[src/rtl/id_ex_hazard_reg.sv]
// ============================================================================
// Module   : id_ex_hazard_reg
// Function : ID/EX pipeline register for the RV32I core. It registers the
//            operand-forwarding selects one cycle early and inserts a bubble
//            on flush or on a load-use hazard.
// Option   : LOAD_USE_STALL_EN enables load-use hazard stalling.
// Revision : 1.0  initial release
// ============================================================================
`default_nettype none

module id_ex_hazard_reg #(
    parameter logic [6:0] LOAD_OPCODE = 7'b0000011
) (
    input  logic        clock,
    input  logic        reset,
    input  logic        stall_in,
    input  logic        flush_in,
    input  logic        id_valid,
    input  logic [31:0] id_PC,
    input  logic [31:0] id_Rdata1,
    input  logic [31:0] id_Rdata2,
    input  logic [31:0] id_imm32,
    input  logic [4:0]  id_rs1,
    input  logic [4:0]  id_rs2,
    input  logic [4:0]  id_rd,
    input  logic [6:0]  id_opcode,
    input  logic [1:0]  id_op_A_sel,
    input  logic        id_op_B_sel,
    input  logic [5:0]  id_ALU_Control,
    input  logic        id_reg_write,
    input  logic        mem_valid,
    input  logic        mem_reg_write,
    input  logic [4:0]  mem_rd,
    output logic        ex_valid,
    output logic [31:0] PC,
    output logic [31:0] Rdata1,
    output logic [31:0] Rdata2,
    output logic [31:0] imm32,
    output logic [1:0]  op_A_sel,
    output logic        op_B_sel,
    output logic [5:0]  ALU_Control,
    output logic [4:0]  ex_rd,
    output logic [6:0]  ex_opcode,
    output logic        ex_reg_write,
    output logic [1:0]  forward_select_A,
    output logic [1:0]  forward_select_B,
    output logic        stall_id
);

`ifdef LOAD_USE_STALL_EN
    localparam logic c_load_use_en = 1'b1;
`else
    localparam logic c_load_use_en = 1'b0;
`endif

    localparam logic [1:0] c_fwd_none = 2'b00;
    localparam logic [1:0] c_fwd_mem  = 2'b10;
    localparam logic [1:0] c_fwd_wb   = 2'b01;

    logic        r_valid;
    logic [31:0] r_pc;
    logic [31:0] r_rdata1;
    logic [31:0] r_rdata2;
    logic [31:0] r_imm32;
    logic [1:0]  r_op_a_sel;
    logic        r_op_b_sel;
    logic [5:0]  r_alu_control;
    logic [4:0]  r_rd;
    logic [6:0]  r_opcode;
    logic        r_reg_write;
    logic [1:0]  r_fwd_a;
    logic [1:0]  r_fwd_b;

    logic        w_use_a;
    logic        w_use_b;
    logic        w_ex_match_a;
    logic        w_ex_match_b;
    logic        w_mem_match_a;
    logic        w_mem_match_b;
    logic [1:0]  w_fwd_a;
    logic [1:0]  w_fwd_b;
    logic        w_load_use;
    logic        w_hazard;
    logic        w_bubble;

    function automatic logic f_match(input logic [4:0] r, input logic [4:0] rd,
                                     input logic wr, input logic v);
        return v & wr & (rd != 5'd0) & (rd == r);
    endfunction

    assign w_use_a = (id_op_A_sel == 2'b00);
    assign w_use_b = ~id_op_B_sel;

    assign w_ex_match_a  = w_use_a & f_match(id_rs1, r_rd, r_reg_write, r_valid);
    assign w_ex_match_b  = w_use_b & f_match(id_rs2, r_rd, r_reg_write, r_valid);
    assign w_mem_match_a = w_use_a & f_match(id_rs1, mem_rd, mem_reg_write, mem_valid);
    assign w_mem_match_b = w_use_b & f_match(id_rs2, mem_rd, mem_reg_write, mem_valid);

    // The instruction now in EX is the newest producer, so it wins over MEM.
    assign w_fwd_a = w_ex_match_a ? c_fwd_mem : (w_mem_match_a ? c_fwd_wb : c_fwd_none);
    assign w_fwd_b = w_ex_match_b ? c_fwd_mem : (w_mem_match_b ? c_fwd_wb : c_fwd_none);

    assign w_load_use = r_valid & r_reg_write & (r_opcode == LOAD_OPCODE)
                      & (w_ex_match_a | w_ex_match_b);
    assign w_hazard   = c_load_use_en & w_load_use;
    assign w_bubble   = flush_in | w_hazard | ~id_valid;

    assign stall_id = w_hazard & ~flush_in & ~stall_in & ~reset;

    always_ff @(posedge clock) begin
        if (reset || (!stall_in && w_bubble)) begin
            r_valid       <= 1'b0;
            r_pc          <= 32'd0;
            r_rdata1      <= 32'd0;
            r_rdata2      <= 32'd0;
            r_imm32       <= 32'd0;
            r_op_a_sel    <= 2'b00;
            r_op_b_sel    <= 1'b0;
            r_alu_control <= 6'd0;
            r_rd          <= 5'd0;
            r_opcode      <= 7'd0;
            r_reg_write   <= 1'b0;
            r_fwd_a       <= c_fwd_none;
            r_fwd_b       <= c_fwd_none;
        end else if (!stall_in) begin
            r_valid       <= 1'b1;
            r_pc          <= id_PC;
            r_rdata1      <= id_Rdata1;
            r_rdata2      <= id_Rdata2;
            r_imm32       <= id_imm32;
            r_op_a_sel    <= id_op_A_sel;
            r_op_b_sel    <= id_op_B_sel;
            r_alu_control <= id_ALU_Control;
            r_rd          <= id_rd;
            r_opcode      <= id_opcode;
            r_reg_write   <= id_reg_write;
            r_fwd_a       <= w_fwd_a;
            r_fwd_b       <= w_fwd_b;
        end
    end

    assign ex_valid         = r_valid;
    assign PC               = r_pc;
    assign Rdata1           = r_rdata1;
    assign Rdata2           = r_rdata2;
    assign imm32            = r_imm32;
    assign op_A_sel         = r_op_a_sel;
    assign op_B_sel         = r_op_b_sel;
    assign ALU_Control      = r_alu_control;
    assign ex_rd            = r_rd;
    assign ex_opcode        = r_opcode;
    assign ex_reg_write     = r_reg_write;
    assign forward_select_A = r_fwd_a;
    assign forward_select_B = r_fwd_b;

endmodule

`default_nettype wire

[config.mk]
export PLATFORM = sky130hd
export DESIGN_NAME = id_ex_hazard_reg
export DESIGN_NICKNAME = d
export VERILOG_FILES = /design/src/rtl/id_ex_hazard_reg.sv
export SDC_FILE = /design/constraint.sdc
export NUM_CORES = 1
export LEC_CHECK = 0
export CAP_MARGIN = 5
export CORE_MARGIN = 2
export CORE_UTILIZATION = 38
export DETAILED_ROUTE_END_ITERATION = 8
export GPL_TIMING_DRIVEN = 1
export HOLD_SLACK_MARGIN = 0.02
export PLACE_DENSITY = 0.8
export SLEW_MARGIN = 0
export SYNTH_ARGS = -nofsm -noshare
export SYNTH_HDL_FRONTEND = slang
export SYNTH_SLANG_ARGS = --single-unit
[constraint.sdc]
create_clock -name clock -period 1.8 [get_ports clock]
set_clock_uncertainty 0.1 [all_clocks]
set_input_delay 0.27 -clock clock [delete_from_list [all_inputs] [get_ports clock]]
set_output_delay 0.27 -clock clock [all_outputs]
set_load 0.005 [all_outputs]
==> run metrics, run 1 <==
Seq/Total Area, Yosys=a little over half; 1st-pass router iterations=4; RD Place Congestion=0.817; htree depth=4; Crit Path Class=flop to output port; worst path bufs/invs=1; critical path data arrival time=~1.4 ns; TritonCTS Buffers=17; fin. max-slew vios=0; clock latency on the worst-skew pair=0.41 ns; largest net degree at the start of global routing=66; Core ar.=14600 sq um; vias in the first global route=5366; cts-stage hold buffer count=0; # DRC=0; PD cells=~850 nW/um^2; Setup violations, final=0; Crit Path Max Fanout=5; register bit total from synthesis=155; Die Area=16000 sq um; post-layout min period=1.75 ns; Reg clk slew, reported paths=approximately 0.06 ns; Pleak=4.12 nW; initial antenna violation count=0; clock buffer depth=2; Initial Utilization=39.0%; maximum capacitance violations=0; total routed wirelength=roughly 17000 microns; Post-Syn Nets=715; layout cells sized above 1=6.67%; crit path cell chain=clkdlybuf4s50_1; Startpoint Class=flop; YS warnings=0; num ports=328; outcome=complete, no violations; Port-buffer cells=roughly 330; RSZ-0062 raised after global routing=false; Netlist cell types=26; row cnt=44; Fin. Hold Viols=0; synthesized instance count=~540; Root Buffer=clkbuf_16; TritonCTS clock tree=built; Die Height=roughly 130 microns; Worst path top cell family by delay=buffers and inverters; period utilization=97.4%; Worst Path Required=1.43 ns; Syn Area/Cell=10.5 sq um; Critical Path End Type=output port; Max VDD drop=0.610 mV; GRT overflow=0; clock sinks=between 150 and 200; hpwl dp=between 10000 and 15000 microns; number of setup buffers added after CTS=0; first-pass GRT wire length=27800 microns; post-route antenna net violation count=0; Ant. Diodes=0; die width=127 microns; Total GRT Usage=22.0%; Max Freq=570 MHz; Design Power=8.38 mW; worst min-delay path class=input pin to flop; vias per cell=4.69; Layout Nets=1044; Area Growth Syn to Fin=72.3%; drt wl/cell=16.4 microns; hold_ws=~0.067 ns; slowest CP cell=clkdlybuf4s50_1; routed vias=5010; critical path's largest stage delay=about 0.55 ns; post-synthesis instance area=5720 sq um; initial DRC count=between 150 and 200
worst paths after layout:
path                                                        from                               end  slack (ns)  cells after the start
worst max-delay path                       ex_rd[4]$_SDFFE_PP0N_                          ex_rd[4]        0.05                      1
worst max register to register             ex_rd[2]$_SDFFE_PP0N_  forward_select_A[0]$_SDFFE_PP0N_        0.18                      4
worst min register to register  forward_select_B[0]$_SDFFE_PP0N_  forward_select_B[0]$_SDFFE_PP0N_        0.36                      2
worst min-delay path                                    stall_in  forward_select_A[1]$_SDFFE_PP0N_        0.07                      3
kinds of logic (layout without fill, tap and decap cells):
| kind of cell | after synthesis | in the layout | synth area share [%] |
|---|---|---|---|
| XOR/XNOR | 20 | 20 | 3.06 |
| other | 1 | 1 | 0.0656 |
| flip-flops | 155 | 155 | 54.3 |
| AND/OR/NAND/NOR | 172 | 172 | 12.2 |
| buffers and inverters | 37 | 378 | 3.02 |
| multiplexers | 150 | 150 | 26.3 |
| AO/OA/AOI/OAI | 8 | 8 | 1.14 |
layer usage:
| layer | vias up | share of wire [%] | track usage [%] |
|---|---|---|---|
| li1 | 2461 | - | - |
| met1 | 2344 | 39 | 24.4 |
| met2 | 173 | 52 | 39.6 |
| met3 | 32 | 6.1 | 7.00 |
| met4 | 0 | 2.6 | 7.89 |
| met5 | - | 0 | 0 |
metrics by stage:
stage	area, sq um	setup WS [ns]	setup TNS (ns)	instances	utilization (%)
floorplan	5720	0.251	0	543	-
global placement	9270	-0.246	-0.395	1037	63.3
detailed placement	9270	-0.226	-0.444	1037	63.3
CTS	9850	0.000184	0	1068	67.3
global route	9850	0.000248	0	1068	67.3
finish	9850	0.0468	0	1068	67.3
cell usage after synthesis:
master | number | area share (%)
nand3_1 | 1 | 0.087
conb_1 | 1 | 0.066
nand4_1 | 3 | 0.33
nor2_1 | 152 | 10
o21bai_1 | 1 | 0.13
and4bb_1 | 1 | 0.22
o211ai_2 | 1 | 0.22
clkbuf_1 | 11 | 0.72
nor2b_1 | 2 | 0.22
buf_4 | 1 | 0.13
dfxtp_1 | 155 | 54
o31a_2 | 1 | 0.18
xor2_1 | 6 | 0.92
o21ai_1 | 1 | 0.087
xnor2_1 | 14 | 2.1
or3_1 | 1 | 0.11
or4_1 | 4 | 0.53
o31ai_2 | 1 | 0.22
o211ai_1 | 1 | 0.13
inv_1 | 1 | 0.066
a21oi_1 | 2 | 0.18
buf_2 | 24 | 2.1
nand2_1 | 5 | 0.33
nor4_1 | 2 | 0.22
nor3_2 | 1 | 0.18
mux2i_1 | 150 | 26
registers in the layout (all words and copies together), names as in the netlist:
name	flops
op_B_sel	1
imm32	32
Rdata2	32
forward_select_A	2
ex_reg_write	1
ex_rd	5
op_A_sel	2
forward_select_B	2
PC	32
ex_opcode	7
ex_valid	1
Rdata1	32
ALU_Control	6
cell type report:
class / count / area, sq um
fillers: 1115 / 4790
repair buffers: 346 / 3480
flip-flops and latches: 155 / 3110
multi-input cells: 351 / 2450
clock buffers: 20 / 457
well taps: 184 / 230
clock inverters: 11 / 120
inverters: 1 / 3.75
placed cells by master, fill, tap and decap left out, types with 2 or more instances in the layout:
cell               n
clkdlybuf4s50_1  322
dfxtp_1          152
nor4_1             2
clkbuf_16         17
clkinv_2           4
or4_1              4
buf_12             5
buf_4             15
nand4_1            3
xor2_1             6
a21oi_1            2
dlymetal6s2s_1     2
nor2_1           152
nand2_1            5
nor2b_1            2
clkbuf_8           3
dfxtp_2            3
clkinvlp_4         3
bufinv_16          2
xnor2_1           14
mux2i_1          150
report_power, final:
| group | switching [mW] | leakage [nW] | internal (mW) | total (mW) |
|---|---|---|---|---|
| clock | 1.37 | 0.278 | 2.10 | 3.47 |
| sequential | 0.0820 | 1.27 | 3.58 | 3.66 |
| combinational | 0.438 | 2.58 | 0.807 | 1.25 |
| total | 1.89 | 4.12 | 6.49 | 8.38 |
repair_timing:
item / CTS / global route
pin swaps: 0 / 0
resized for setup: 4 / 2
endpoints found under the setup margin: 4 / 2
Power figures use the tool's default switching activity.
==> inputs of run 2 (changes only) <==
- GPL_ROUTABILITY_DRIVEN: default -> 0
- SETUP_SLACK_MARGIN: default -> 0.4
==> run 2 against run 1 <==
Worst hold slack improved by 0.13 ns. Sequential power about the same. Flip-flop and latch count unchanged. Register-to-register slack improved by 0.04 ns. Utilization increased by 0.21 points. Design area increased by 0.32%. Fmax increased by 11%. Largest power group unchanged.
==> run metrics, run 2 (synthesis gave the netlist of run 1 again) <==
vias per cell=4.75; post-route setup slack=0.218 ns; RR Startpoint=ex_rd[3]$_SDFFE_PP0N_; Layout Nets=1058; worst slack at placement=-0.231 ns; r2r endpoint=forward_select_A[1]$_SDFFE_PP0N_; critical path's largest stage delay=0.55 ns; Max VDD drop=0.575 mV; post-route antenna net violation count=0; critical path data arrival time=1.79 ns; Root Buffer=clkbuf_16; # DRC=0; Design Power=8.24 mW; hold path start=stall_in; critical path's most frequent cell=or4_4; fin. max-slew vios=0; Max Freq=632 MHz; flop-to-flop setup slack=approximately 0.22 ns; total routed wirelength=18100 microns; first-pass GRT wire length=28100 microns; worst min-delay path class=input pin to flop; most common cell after layout, fill and taps aside=clkdlybuf4s50_1; Crit Path Max Fanout=4; Core ar.=14600 sq um; Worst path top cell family by delay=simple AND/OR/NAND/NOR gates; TritonCTS Buffers=17; 1st-pass router iterations=4; Startpoint Class=flop; layout cells sized above 1=15.4%; die width=127 microns; drt wl/cell=16.7 microns; commonest cells after routing, fill and taps aside=clkdlybuf4s50_1 (170), nor2_1 (152), mux2i_1 (150), dfxtp_1 (126), clkdlybuf4s15_1 (70); Reg clk slew, reported paths=around 0.060 ns; initial antenna violation count=0; clock latency on the worst-skew pair=0.42 ns; Port-buffer cells=roughly 330; R2R depth=4; Worst Path Required=2.01 ns; Total GRT Usage=between 20% and 30%; TritonCTS clock tree=built; Ant. Diodes=0; crit path cell chain=or4_4, o211ai_4, or4_4, a21oi_2; Pleak=~4.5 nW; period utilization=87.9%; maximum capacitance violations=0; Die Area=16000 sq um; Initial Utilization=39.0%; worst path bufs/invs=0; worst hold path depth=4; hpwl dp=about 14000 microns; routed vias=slightly above 5000; Fin. Hold Viols=0; num ports=328; Crit Path Class=flop to flop; GRT overflow=0; PD cells=833 nW/um^2; vias in the first global route=5337; clock buffer depth=2; initial DRC count=163; slowest CP cell=or4_4; post-layout min period=1.58 ns; outcome=complete, no violations; worst-case hold path end point=forward_select_B[1]$_SDFFE_PP0N_; largest net degree at the start of global routing=61; htree depth=4; row cnt=44; Setup violations, final=0; Die Height=127 microns; Area Growth Syn to Fin=72.9%; clock sinks=155; Critical Path End Type=flop; RSZ-0062 raised after global routing=true; final core utilization=67.5%
## run 2: cell count changes in the layout (fill, tap and decap cells not counted), moves of 19 or more
cell             previous run  this run
dfxtp_1                   152       126
clkbuf_2                    0        19
clkdlybuf4s15_1             0        70
dlygate4sd2_1               1        52
clkdlybuf4s50_1           322       170
dfxtp_2                     3        23
## run 2: power breakdown
part | total [mW] | leakage (nW) | switching [mW] | internal [mW]
clock | 3.36 | 0.261 | 1.40 | 1.96
sequential | 3.66 | 1.28 | 0.0808 | 3.58
combinational | 1.21 | 2.97 | 0.458 | 0.757
total | 8.24 | 4.51 | 1.94 | 6.30
## run 2: final cells by class
| class | instances | area (sq um) |
|---|---|---|
| clock buffer | 21 | 460 |
| clock inverter | 10 | 92.6 |
| fill | 1093 | 4760 |
| inverter | 1 | 3.75 |
| multi-input combinational | 351 | 2500 |
| sequential | 155 | 3150 |
| tap | 184 | 230 |
| timing repair buffer | 360 | 3450 |
## run 2: how the worst max path moves through the flow
stage	start	to	slack, ns	cells past startpoint
3_3_place_gp	id_valid	forward_select_B[0]$_SDFFE_PP0N_	-0.25	5
3_5_place_dp	id_valid	forward_select_B[0]$_SDFFE_PP0N_	-0.23	5
6_report	ex_rd[3]$_SDFFE_PP0N_	forward_select_A[1]$_SDFFE_PP0N_	0.22	4
4_1_cts	ex_rd[2]$_SDFFE_PP0N_	forward_select_B[0]$_SDFFE_PP0N_	0.27	6
5_1_grt	ex_rd[3]$_SDFFE_PP0N_	forward_select_A[0]$_SDFFE_PP0N_	0.16	4
2_1_floorplan	ex_rd[3]$_SDFFE_PP0N_	forward_select_A[1]$_SDFFE_PP0N_	0.31	4
## run 2: worst min-delay path: cells and delay by family
| kind | cells | cell delay [ns] |
|---|---|---|
| AOI/OAI and AO/OA | 1 | 0.13 |
| and+or+nand+nor | 2 | 0.12 |
| buffers and inverters | 1 | 0.15 |
## run 2: per-layer routing
metal  up-vias  GRT usage (%)  share of wire, %
li1       2491              -                 -
met1      2358           23.4                38
met2       242           39.1                49
met3        49           8.44               9.1
met4         0           11.8               4.0
met5         -              0                 0
## run 2: what timing repair did
| action | CTS | global route |
|---|---|---|
| pin swaps | 5 | 6 |
| hold buffers | 0 | 0 |
| buffers inserted | 7 | 1 |
| resized for setup | 243 | 103 |
| endpoints found under the setup margin | 159 | 95 |
## run 2: metrics by stage
stage	cell area, sq um	instances	hold slack (ns)	setup TNS, ns
6_report	9890	1082	0.196	0
5_1_grt	9890	1082	0.201	0
4_1_cts	9870	1081	0.144	0
3_5_place_dp	9360	1043	0.357	-0.417
3_3_place_gp	9360	1043	0.364	-0.344
2_1_floorplan	5720	543	0.314	0
